$ cat config.mk
export PLATFORM = sky130hd
export DESIGN_NAME = arbiter_n2_client
export DESIGN_NICKNAME = d
export VERILOG_FILES = /design/src/rtl/arbiter_n2_client.sv
export SDC_FILE = /design/constraint.sdc
export NUM_CORES = 1
export LEC_CHECK = 0
export CORE_ASPECT_RATIO = 0.9
export CORE_UTILIZATION = 37
export DETAILED_ROUTE_END_ITERATION = 12
export REMOVE_ABC_BUFFERS = 1
export SLEW_MARGIN = 10
export SYNTH_ARGS = -nofsm -noshare
export SYNTH_HDL_FRONTEND = slang
export SYNTH_SLANG_ARGS = --single-unit
$ cat constraint.sdc
create_clock -name clk -period 2.15 [get_ports clk]
set_input_delay 0.43 -clock clk [delete_from_list [all_inputs] [get_ports clk]]
set_output_delay 0.43 -clock clk [all_outputs]
set_load 0.02 [all_outputs]
$ cat src/rtl/arbiter_n2_client.sv
// Multi-channel arbiter client: each channel queues job lengths, requests the
// shared arbiter, and emits one beat per grant until every queued job is drained.
module arbiter_n2_client #(
    parameter int N      = 2,
    parameter int LEN_W  = 4,
    parameter int QDEPTH = 4,
    parameter int TMO    = 16
) (
    input  logic                               clk,
    input  logic                               rst,
    input  logic [N-1:0]                       job_valid,
    input  logic [N*LEN_W-1:0]                 job_len,
    output logic [N-1:0]                       job_ready,
    output logic [N-1:0]                       req,
    input  logic [N-1:0]                       gnt,
    output logic [N-1:0]                       beat,
    output logic [N-1:0]                       done,
    output logic [N-1:0]                       starve,
    output logic [N*$clog2(QDEPTH+1)-1:0]      pend_cnt,
    output logic                               err
);

    localparam int CW = $clog2(QDEPTH + 1);
    localparam int AW = (QDEPTH > 1) ? $clog2(QDEPTH) : 1;
    localparam int WW = $clog2(TMO + 1);

    typedef enum logic {
        IDLE = 1'b0,
        REQ  = 1'b1
    } state_t;

    logic err_q, err_d;
    logic multi_gnt, stray_gnt;

    // A grant is an error if it targets an idle channel or is not one-hot.
    assign multi_gnt = |(gnt & (gnt - N'(1)));
    assign stray_gnt = |(gnt & ~req);
    assign err_d     = err_q | multi_gnt | stray_gnt;
    assign err       = err_q;

    always_ff @(posedge clk or negedge rst) begin
        if (!rst) begin
            err_q <= 1'b0;
        end else begin
            err_q <= err_d;
        end
    end

    genvar i;
    for (i = 0; i < N; i++) begin : g_ch
        state_t            state_q, state_d;
        logic [LEN_W-1:0]  mem_q [QDEPTH];
        logic [LEN_W-1:0]  mem_d [QDEPTH];
        logic [AW-1:0]     wr_ptr_q, wr_ptr_d;
        logic [AW-1:0]     rd_ptr_q, rd_ptr_d;
        logic [AW-1:0]     rd_next;
        logic [CW-1:0]     count_q, count_d;
        logic [LEN_W-1:0]  beat_cnt_q, beat_cnt_d;
        logic [WW-1:0]     wait_q, wait_d;
        logic [LEN_W-1:0]  push_len;
        logic              push, pop, granted;

        assign push_len     = job_len[i*LEN_W +: LEN_W];
        assign job_ready[i] = (count_q != CW'(QDEPTH));
        assign push         = job_valid[i] & job_ready[i];
        assign req[i]       = (state_q == REQ);
        assign granted      = req[i] & gnt[i];
        assign beat[i]      = granted;
        assign pop          = granted & (beat_cnt_q == '0);
        assign done[i]      = pop;
        assign starve[i]    = (wait_q == WW'(TMO));
        assign rd_next      = rd_ptr_q + AW'(1);
        assign pend_cnt[i*CW +: CW] = count_q;

        always_comb begin
            mem_d      = mem_q;
            wr_ptr_d   = wr_ptr_q;
            rd_ptr_d   = rd_ptr_q;
            count_d    = count_q;
            state_d    = state_q;
            beat_cnt_d = beat_cnt_q;
            wait_d     = wait_q;

            if (push) begin
                mem_d[wr_ptr_q] = push_len;
                wr_ptr_d        = wr_ptr_q + AW'(1);
            end
            if (pop) begin
                rd_ptr_d = rd_next;
            end
            case ({push, pop})
                2'b10:   count_d = count_q + CW'(1);
                2'b01:   count_d = count_q - CW'(1);
                default: count_d = count_q;
            endcase

            case (state_q)
                IDLE: begin
                    wait_d = '0;
                    if (count_q != '0) begin
                        state_d    = REQ;
                        beat_cnt_d = mem_q[rd_ptr_q];
                    end
                end
                REQ: begin
                    if (granted) begin
                        wait_d = '0;
                        if (pop) begin
                            // A job pushed while the last one finishes is taken over directly.
                            if (count_q > CW'(1)) begin
                                beat_cnt_d = mem_q[rd_next];
                            end else if (push) begin
                                beat_cnt_d = push_len;
                            end else begin
                                state_d = IDLE;
                            end
                        end else begin
                            beat_cnt_d = beat_cnt_q - LEN_W'(1);
                        end
                    end else if (wait_q != WW'(TMO)) begin
                        wait_d = wait_q + WW'(1);
                    end
                end
                default: state_d = IDLE;
            endcase
        end

        always_ff @(posedge clk or negedge rst) begin
            if (!rst) begin
                state_q    <= IDLE;
                wr_ptr_q   <= '0;
                rd_ptr_q   <= '0;
                count_q    <= '0;
                beat_cnt_q <= '0;
                wait_q     <= '0;
                for (int k = 0; k < QDEPTH; k++) begin
                    mem_q[k] <= '0;
                end
            end else begin
                state_q    <= state_d;
                wr_ptr_q   <= wr_ptr_d;
                rd_ptr_q   <= rd_ptr_d;
                count_q    <= count_d;
                beat_cnt_q <= beat_cnt_d;
                wait_q     <= wait_d;
                mem_q      <= mem_d;
            end
        end
    end

endmodule
==> summary by stage, run 1 <==
Synthesis
Summing every instance area after synthesis gives 3840 µm². The flip-flop and latch count after synthesis is 67. Counting flops with a built-in enable in the synthesized netlist gives 0. The number of warnings reported in the yosys synthesis log is 0.

Sequential cells were found to cover a little over two fifths of the synthesized design area. Counting distinct cell types in the post-synthesis netlist gives 40. After synthesis, the share of flip-flops with an asynchronous set or reset is 100%.

The mean instance size in the synthesized netlist is 12.0 µm². The predominant post-synthesis flop cell is dfrtp_1. The post-synthesis cell count is ~320.

Floorplanning
The floorplan has 34 rows. The area of the core region is about 10000 µm². For this design the top-level I/O count stands at 31. The die boundary width is 109 µm. The die covers approximately 11,000 µm².

The height of the chip is roughly 99 µm. The starting density of the core is about 39%.

Power
The worst-case vdd ir drop is between 0.4 and 0.5 mV. The leakage power summed over all cells is around 0.002 µW. The power consumption is 6190 µW. Dividing total power by cell area gives a power density of between 1000 and 1500 nW/µm².

Finish
The commonest non-fill, non-tap cell in the layout is dfrtp_1. The number of nets in the layout is approximately 410. The area growth from synthesis to layout is 20.7%.

The top cell types in the final layout, fill and taps aside, are dfrtp_1 (65), mux2_2 (38), ha_1 (26). The layout has 908 filler cells. The number of antenna diodes in the final layout is 0. The share of final-layout standard cells stronger than drive strength 1 is between 20% and 30%. Excluding fillers, the count of instances in the completed layout stands at approximately 500.

Measured on the finished design, the core utilization comes to 46.9%.

Clock tree
The maximum clock insertion buffer count is 2. The clock net in this run drives a total of 67 sinks. In this run the post-CTS setup repair buffer count came out at 0. Clock latency on the worst-skew pair, taken at its later pin, is around 0.33 ns. After clock tree synthesis, the clock-pin slew on the worst setup and hold paths is ~0.060 ns.

The clock tree from TritonCTS is built. In this run the clock root is driven by a clkbuf_16. Counting the buffers created by CTS gives 9. The number of levels in the clock H-tree is 3.

Place
Counting tap cells, the placed design contains a total of approximately 480 instances. At the end of routability-driven placement, the weighted congestion stood at 0.757. The number of input and output port buffers inserted is 30. After legalization and detailed placement, the total HPWL measured roughly 5200 µm.

STA
Setup repair after global routing left no endpoint under its margin. The peak clock frequency supported by timing is between 400 and 500 MHz. The share of the clock period used by the worst path after layout is 95.6%.

The final hold violation count is 0. Across the routed clock network, the largest skew measured is slightly above 0.008 ns. In this run the tightest slew margin relative to its limit is between 60% and 70%. Setup violations remaining at the end of the flow were counted as 0. The actual transition at the worst max-transition pin is between 0.4 and 0.5 ns. The number of max-slew violations in the final report is 0.

The final critical path time including I/O delays and setup is approximately 2.1 ns. The minimum hold slack is 0.422 ns.

Route
In this run, the number of DRC markers left after iteration 0 of detailed routing was between 50 and 60. After detailed routing, the number of remaining DRC violations is 0. The detailed-route wire length per cell is 13.8 µm.

Wires add up to between 6000 and 7000 µm. The antenna violation net count after detailed routing is 0. The routed layout has around 2,400 vias. The number of optimization iterations in the first detailed-route pass is 4. Dividing the detail-routed via count by the number of cells gives 4.91.

Run
The tool flagged a number of max-cap violations equal to 0.

Critical path
The endpoint kind of the worst setup timing path is an output port. The data arrival at the endpoint of the critical path is around 1.6 ns. STA classifies the critical path startpoint as an input port. In this run the number of cells on the critical path is 5. The highest net fanout along the worst path is 2.

On the critical path the largest part of the delay comes from buffers and inverters. The critical path's largest stage delay is around 0.48 ns. The critical path in this run is classified as in -> out. The cell with the largest stage delay on the worst path is clkdlybuf4s50_1. The number of buffers and inverters on the critical path is 3. For the worst setup path, the data required time is 1.72 ns. The number of cells on the worst reg-to-reg path is 7. Traced cell by cell, the critical path runs through clkdlybuf4s50_1 -> and2_1 -> nand3_4 -> inv_1 -> dlygate4sd2_1.

Global routing
The number of global-route vias before repair is about 2,500. For this run the aggregate overflow at the end of global routing stands at 0. Global routing used about 15% of the available tracks. The initial antenna violation count was 0. The first global-routing pass estimated around 12,000 µm of wire. The pin count of the biggest net entering global routing is 40.

Worst hold path
In this run the worst hold path is classified as in -> async.

Status
The flow ran to the end, and the final reports show no timing, DRC or antenna violations.
-- registers in the layout, indices dropped and copies added (netlist names) --
name and flops:
g_ch.beat_cnt_q 8, err 1, g_ch.wr_ptr_q 4, g_ch.count_q 6, g_ch.mem_q 32, g_ch.wait_q 10
g_ch.state_q 2, g_ch.rd_ptr_q 4
-- worst register-to-register path, delay by kind of cell, from the launching register on --
family | cells | cell delay, ns
AO/OA/AOI/OAI | 3 | 0.40
buffers and inverters | 1 | 0.12
adder cells (fa/ha/maj) | 1 | 0.14
flip-flops | 1 | 0.43
AND/OR/NAND/NOR | 1 | 0.28
multiplexers | 1 | 0.39
-- path summary, 6_finish.rpt --
path                                                startpoint                                end  slack, ns
worst max-delay path                                    gnt[1]                            done[1]       0.09
worst min-delay path                                       rst    g_ch[1].wr_ptr_q[0]$_DFFE_PN0P_       0.42
worst max register to register  g_ch[1].count_q[1]$_DFFE_PN0P_  g_ch[1].beat_cnt_q[3]$_DFFE_PN0P_       0.28
worst min register to register                   err$_DFF_PN0_                      err$_DFF_PN0_       0.47
max in group asynchronous                                  rst     g_ch[0].count_q[0]$_DFFE_PN0P_       1.01
min in group clk                                 err$_DFF_PN0_                      err$_DFF_PN0_       0.47
-- report_power, final --
group / internal [µW] / switching [µW]
Combinational: 1510 / 1010
Clock: 785 / 560
Sequential: 1790 / 530
-- metal layers --
metal	up-vias	part of all wire, %	wire length, µm	GRT usage [%]
met5	-	0	0	0
met4	0	1.8	122	6.15
met3	9	2.1	146	2.84
met2	22	46	3140	22.9
met1	1190	50	3480	19.6
li1	1224	-	-	-
-- what timing repair did --
| action | 4_1_cts | 5_1_grt |
|---|---|---|
| hold buffers | 1 | 0 |
| hold endpoints to repair | 2 | 0 |
| gates resized for setup | 10 | 0 |
| setup endpoints to repair | 8 | 0 |
-- stage by stage --
stage	setup TNS (ns)	cell area [µm²]	setup WS, ns
3_5_place_dp	-0.624	4350	-0.195
2_1_floorplan	-0.0120	3740	-0.0120
6_report	0	4630	0.0938
3_3_place_gp	-0.509	4350	-0.195
5_1_grt	0	4630	0.0252
4_1_cts	0	4630	0.0687
-- layout make-up --
| cell class | instances | area [µm²] | share of cell area [%] |
|---|---|---|---|
| Clock buffer | 9 | 225 | 4.86 |
| Multi-Input combinational cell | 214 | 1980 | 42.7 |
| Inverter | 23 | 86.3 | 1.86 |
| Tap cell | 126 | 158 | 3.40 |
| Sequential cell | 67 | 1680 | 36.3 |
| Clock inverter | 7 | 53.8 | 1.16 |
| Timing Repair Buffer | 52 | 453 | 9.78 |
-- cell usage after synthesis (2+ instances only) --
| master | count | area [µm²] |
|---|---|---|
| o21ai_0 | 6 | 30.0 |
| inv_1 | 23 | 86.3 |
| clkbuf_1 | 3 | 11.3 |
| nand3_1 | 5 | 25.0 |
| mux4_1 | 9 | 236 |
| o21bai_1 | 2 | 15.0 |
| xor2_1 | 7 | 61.3 |
| nand2_1 | 21 | 78.8 |
| a21oi_1 | 4 | 20.0 |
| buf_4 | 6 | 45.0 |
| buf_6 | 2 | 22.5 |
| ha_1 | 26 | 325 |
| and2_1 | 3 | 18.8 |
| a31oi_1 | 9 | 56.3 |
| mux4_2 | 7 | 158 |
| xnor2_1 | 16 | 140 |
| nor3_1 | 3 | 15.0 |
| mux2i_1 | 5 | 50.1 |
| nand2b_1 | 5 | 31.3 |
| mux2_2 | 38 | 428 |
| o211ai_1 | 3 | 22.5 |
| dfrtp_1 | 67 | 1680 |
| o21ai_1 | 5 | 25.0 |
| nor2_1 | 24 | 90.1 |
| nor2b_1 | 2 | 12.5 |
| buf_2 | 4 | 20.0 |
-- logic make-up (layout without fill, tap and decap cells) --
logic type | Yosys count | count (layout) | synth area share [%]
adders and majority gates | 26 | 26 | 8.47
buffers and inverters | 38 | 91 | 4.82
DFF | 67 | 67 | 43.7
AOI/OAI and AO/OA | 38 | 38 | 6.58
muxes | 59 | 59 | 22.7
xor gates and xnor gates | 23 | 23 | 5.25
and+or+nand+nor | 68 | 68 | 8.47
Note: power is estimated with default switching activity, not from simulation.
==> run 2, diff against run 1 <==
--- a/config.mk
+++ b/config.mk
@@ -6,7 +6,8 @@
 export NUM_CORES = 1
 export LEC_CHECK = 0
 export CORE_ASPECT_RATIO = 0.9
-export CORE_UTILIZATION = 37
+export CORE_MARGIN = 3
+export CORE_UTILIZATION = 45
 export DETAILED_ROUTE_END_ITERATION = 12
 export REMOVE_ABC_BUFFERS = 1
 export SLEW_MARGIN = 10
==> summary by stage, run 2 (synthesis gave the netlist of run 1 again) <==
STA
The final critical path time including I/O delays and setup was 2.05 ns (was 2.06 ns). The final hold violation count came to 0 (unchanged). The minimum hold slack is 0.0773 ns (was 0.422 ns). The setup TNS is 0 ns (unchanged). The final setup skew was 0.00892 ns (was 0.00818 ns). The number of max-slew violations in the final report is 0 (unchanged). The setup slack after layout is 0.0953 ns (was 0.0938 ns). The peak clock frequency supported by timing is 487 MHz (was 486 MHz).

RSZ-0062 raised after global routing: no (unchanged). The share of the clock period used by the worst path after layout came to 95.6% (about the same). The actual transition at the worst max-transition pin is 0.426 ns (was 0.499 ns). The headroom to the max-slew limit is 71.6% (was 66.8%). The final setup violation count is 0 (unchanged).

Power
The clock power share was 17.9% (was 21.7%). The internal power is 3870 µW (was 4090 µW). The reported net switching power is 2040 µW (was 2100 µW). The power per cell area is 1300 nW/µm² (was 1340 nW/µm²). The proportion of total power due to net switching is 34.5% (was 33.9%). The combinational share of power is 42.5% (was 40.7%). The leakage power summed over all cells is 0.00200 µW (was 0.00203 µW). The worst-case vdd ir drop is 0.548 mV (was 0.489 mV). The power share of the sequential group is 39.6% (was 37.5%).

Critical path
The endpoint kind of the worst setup timing path is an output port (unchanged). The highest net fanout along the worst path was 2 (unchanged). The kind of critical path is in -> out (unchanged). The type of origin of the critical path is an input port (unchanged).

The worst reg-to-reg path cell count is 7 (unchanged). The data arrival at the endpoint of the critical path was 1.62 ns (was 1.63 ns). The required time at the worst-slack endpoint is 1.72 ns (about the same). The register-to-register setup slack is 0.29 ns (was 0.28 ns).

Finish
The count of antenna diodes in the layout was 0 (unchanged). The number of nets in the layout is 403 (was 407). The register cell area after layout came to 1680 µm² (unchanged). The register with the highest flop count was g_ch.mem_q (unchanged). The final cell count without fillers was 483 (was 498). The share of final-layout standard cells stronger than drive strength 1 came to 24.2% (was 24.7%). The share of the core filled with cells is 55.3% (was 46.9%).

Registers with the most flip-flops: g_ch.mem_q: 32 flops, g_ch.wait_q: 10 flops, g_ch.beat_cnt_q: 8 flops (unchanged). The fill cell total of the finished layout is 710 (was 908). Most frequent cells in the layout: dfrtp_1 (65), mux2_2 (38), ha_1 (26) (unchanged).

The area of the multi-input gates is 1980 µm² (unchanged). The area growth from synthesis to layout is 17.9% (was 20.7%). The commonest non-fill, non-tap cell in the layout is dfrtp_1 (unchanged). The flip-flop count of the largest register after layout was 32 (unchanged).

Global routing
The number of global-route vias before repair is 2,374 (was 2,531). The total routing resource utilization after global routing is 15.6% (was 14.6%). The initial antenna violation count came to 0 (unchanged).

The pin count of the biggest net entering global routing came to 68 (was 40). The total overflow reported by the global router came to 0 (unchanged). The first-pass GRT wire length came to 11,700 µm (was 12,100 µm).

Floorplanning
The area of the core region is 8180 µm² (was 9870 µm²). The starting density of the core is 46.9% (was 38.9%). The die boundary width is 103 µm (was 109 µm).

The count of boundary I/O pins was 31 (unchanged). The height of the chip is 93.6 µm (was 98.6 µm). The total die area is 9680 µm² (was 10,800 µm²). The total number of placement rows is 31 (was 34).

Place
The placed wire-length estimate is 5030 µm (was 5220 µm). The number of input and output port buffers inserted is 30 (unchanged). The placer congestion estimate is 0.785 (was 0.757). The total instance count after detailed placement was 467 (was 481).

The placement-stage worst setup slack is -0.186 ns (was -0.195 ns).

Route
The sum of routed wire length over all layers is 6890 µm (about the same). The iteration-0 DRC count of the detailed router is 68 (was 56). The average via count per standard cell is 5.11 (was 4.91). The antenna violation net count after detailed routing is 0 (unchanged). The detailed-route wire length per cell came to 14.3 µm (was 13.8 µm).

The number of remaining DRC errors was 0 (unchanged). The total number of vias is 2,468 (was 2,445). The number of optimization iterations in the first detailed-route pass is 4 (unchanged).

Clock tree
The CTS clock-pin slew for the worst setup and hold paths is 0.08 ns (was 0.06 ns). The insertion delay to the later sink of the worst-skew pair was 0.34 ns (was 0.33 ns). The CTS buffer count is 9 (unchanged). The number of levels in the clock H-tree is 3 (unchanged).

The count of hold-fix buffers inserted at cts is 0 (was 1). The maximum clock insertion buffer count is 2 (unchanged). The clock tree from TritonCTS is built (unchanged). The total clock sinks is 67 (unchanged). The master cell of the clock root buffer is clkbuf_8 (was clkbuf_16).

The number of instances resized during post-cts repair is 9 (was 10). The buffers inserted during post-CTS setup optimization came to 0 (unchanged).

Run
The number of violations of the max-capacitance limit is 0 (unchanged).

Worst hold path
The type of the most critical hold path is in -> async (unchanged).

Status
Run status: finished, final reports clean (unchanged).
==> run 2: cell types whose count changed in the layout (fill, tap and decap cells not counted), moves of 2 or more <==
cell / change
clkbuf_8: +10
clkbuf_16: -9
buf_4: -4
dlygate4sd2_1: -3
clkinvlp_4: -2
==> run 2: routing by layer <==
metal / global-route usage, % / share of wire [%] / vias up / wire [µm]
met2: 21.9 / 44 / 26 / 3040
met1: 23.2 / 52 / 1230 / 3600
met5: 0 / 0 / - / 0
met4: 3.56 / 0.80 / 0 / 55
met3: 5.22 / 2.9 / 4 / 198
li1: - / - / 1208 / -
==> run 2: path summary, 6_finish.rpt <==
path | start | to
hold reg to reg | err$_DFF_PN0_ | err$_DFF_PN0_
setup / recovery | gnt[1] | done[1]
max in group asynchronous | rst | g_ch[1].count_q[0]$_DFFE_PN0P_
min in group clk | err$_DFF_PN0_ | err$_DFF_PN0_
setup reg to reg | g_ch[1].count_q[1]$_DFFE_PN0P_ | g_ch[1].beat_cnt_q[1]$_DFFE_PN0P_
hold / removal | rst | g_ch[0].count_q[0]$_DFFE_PN0P_
==> run 2: layout make-up <==
type | instances | area share (%)
timing repair buffer | 48 | 9.67
multi-input combinational | 214 | 43.7
clock inverter | 6 | 1.44
tap | 115 | 3.18
inverter | 23 | 1.91
clock buffer | 10 | 3.04
sequential | 67 | 37.1
==> run 2: worst max-delay path, stage by stage <==
cell and delay (ns):
clkdlybuf4s50_1 0.48, and2_1 0.21, nand3_4 0.09, inv_1 0.08, dlygate4sd2_1 0.34
==> run 2: power by group through the flow <==
stage	Combinational [µW]	Sequential (µW)	Clock (µW)
after floorplan	1890	2270	0
after detailed placement	2540	2350	0
after global routing	2790	2430	1150
after global placement	2510	2320	0
final	2510	2340	1050
after CTS	2540	2330	1100
==> run 2: stage by stage <==
step	area, µm²	total power (µW)
2_1_floorplan	3740	4150
3_3_place_gp	4330	4820
3_5_place_dp	4330	4890
4_1_cts	4520	5970
5_1_grt	4530	6370
6_report	4530	5900
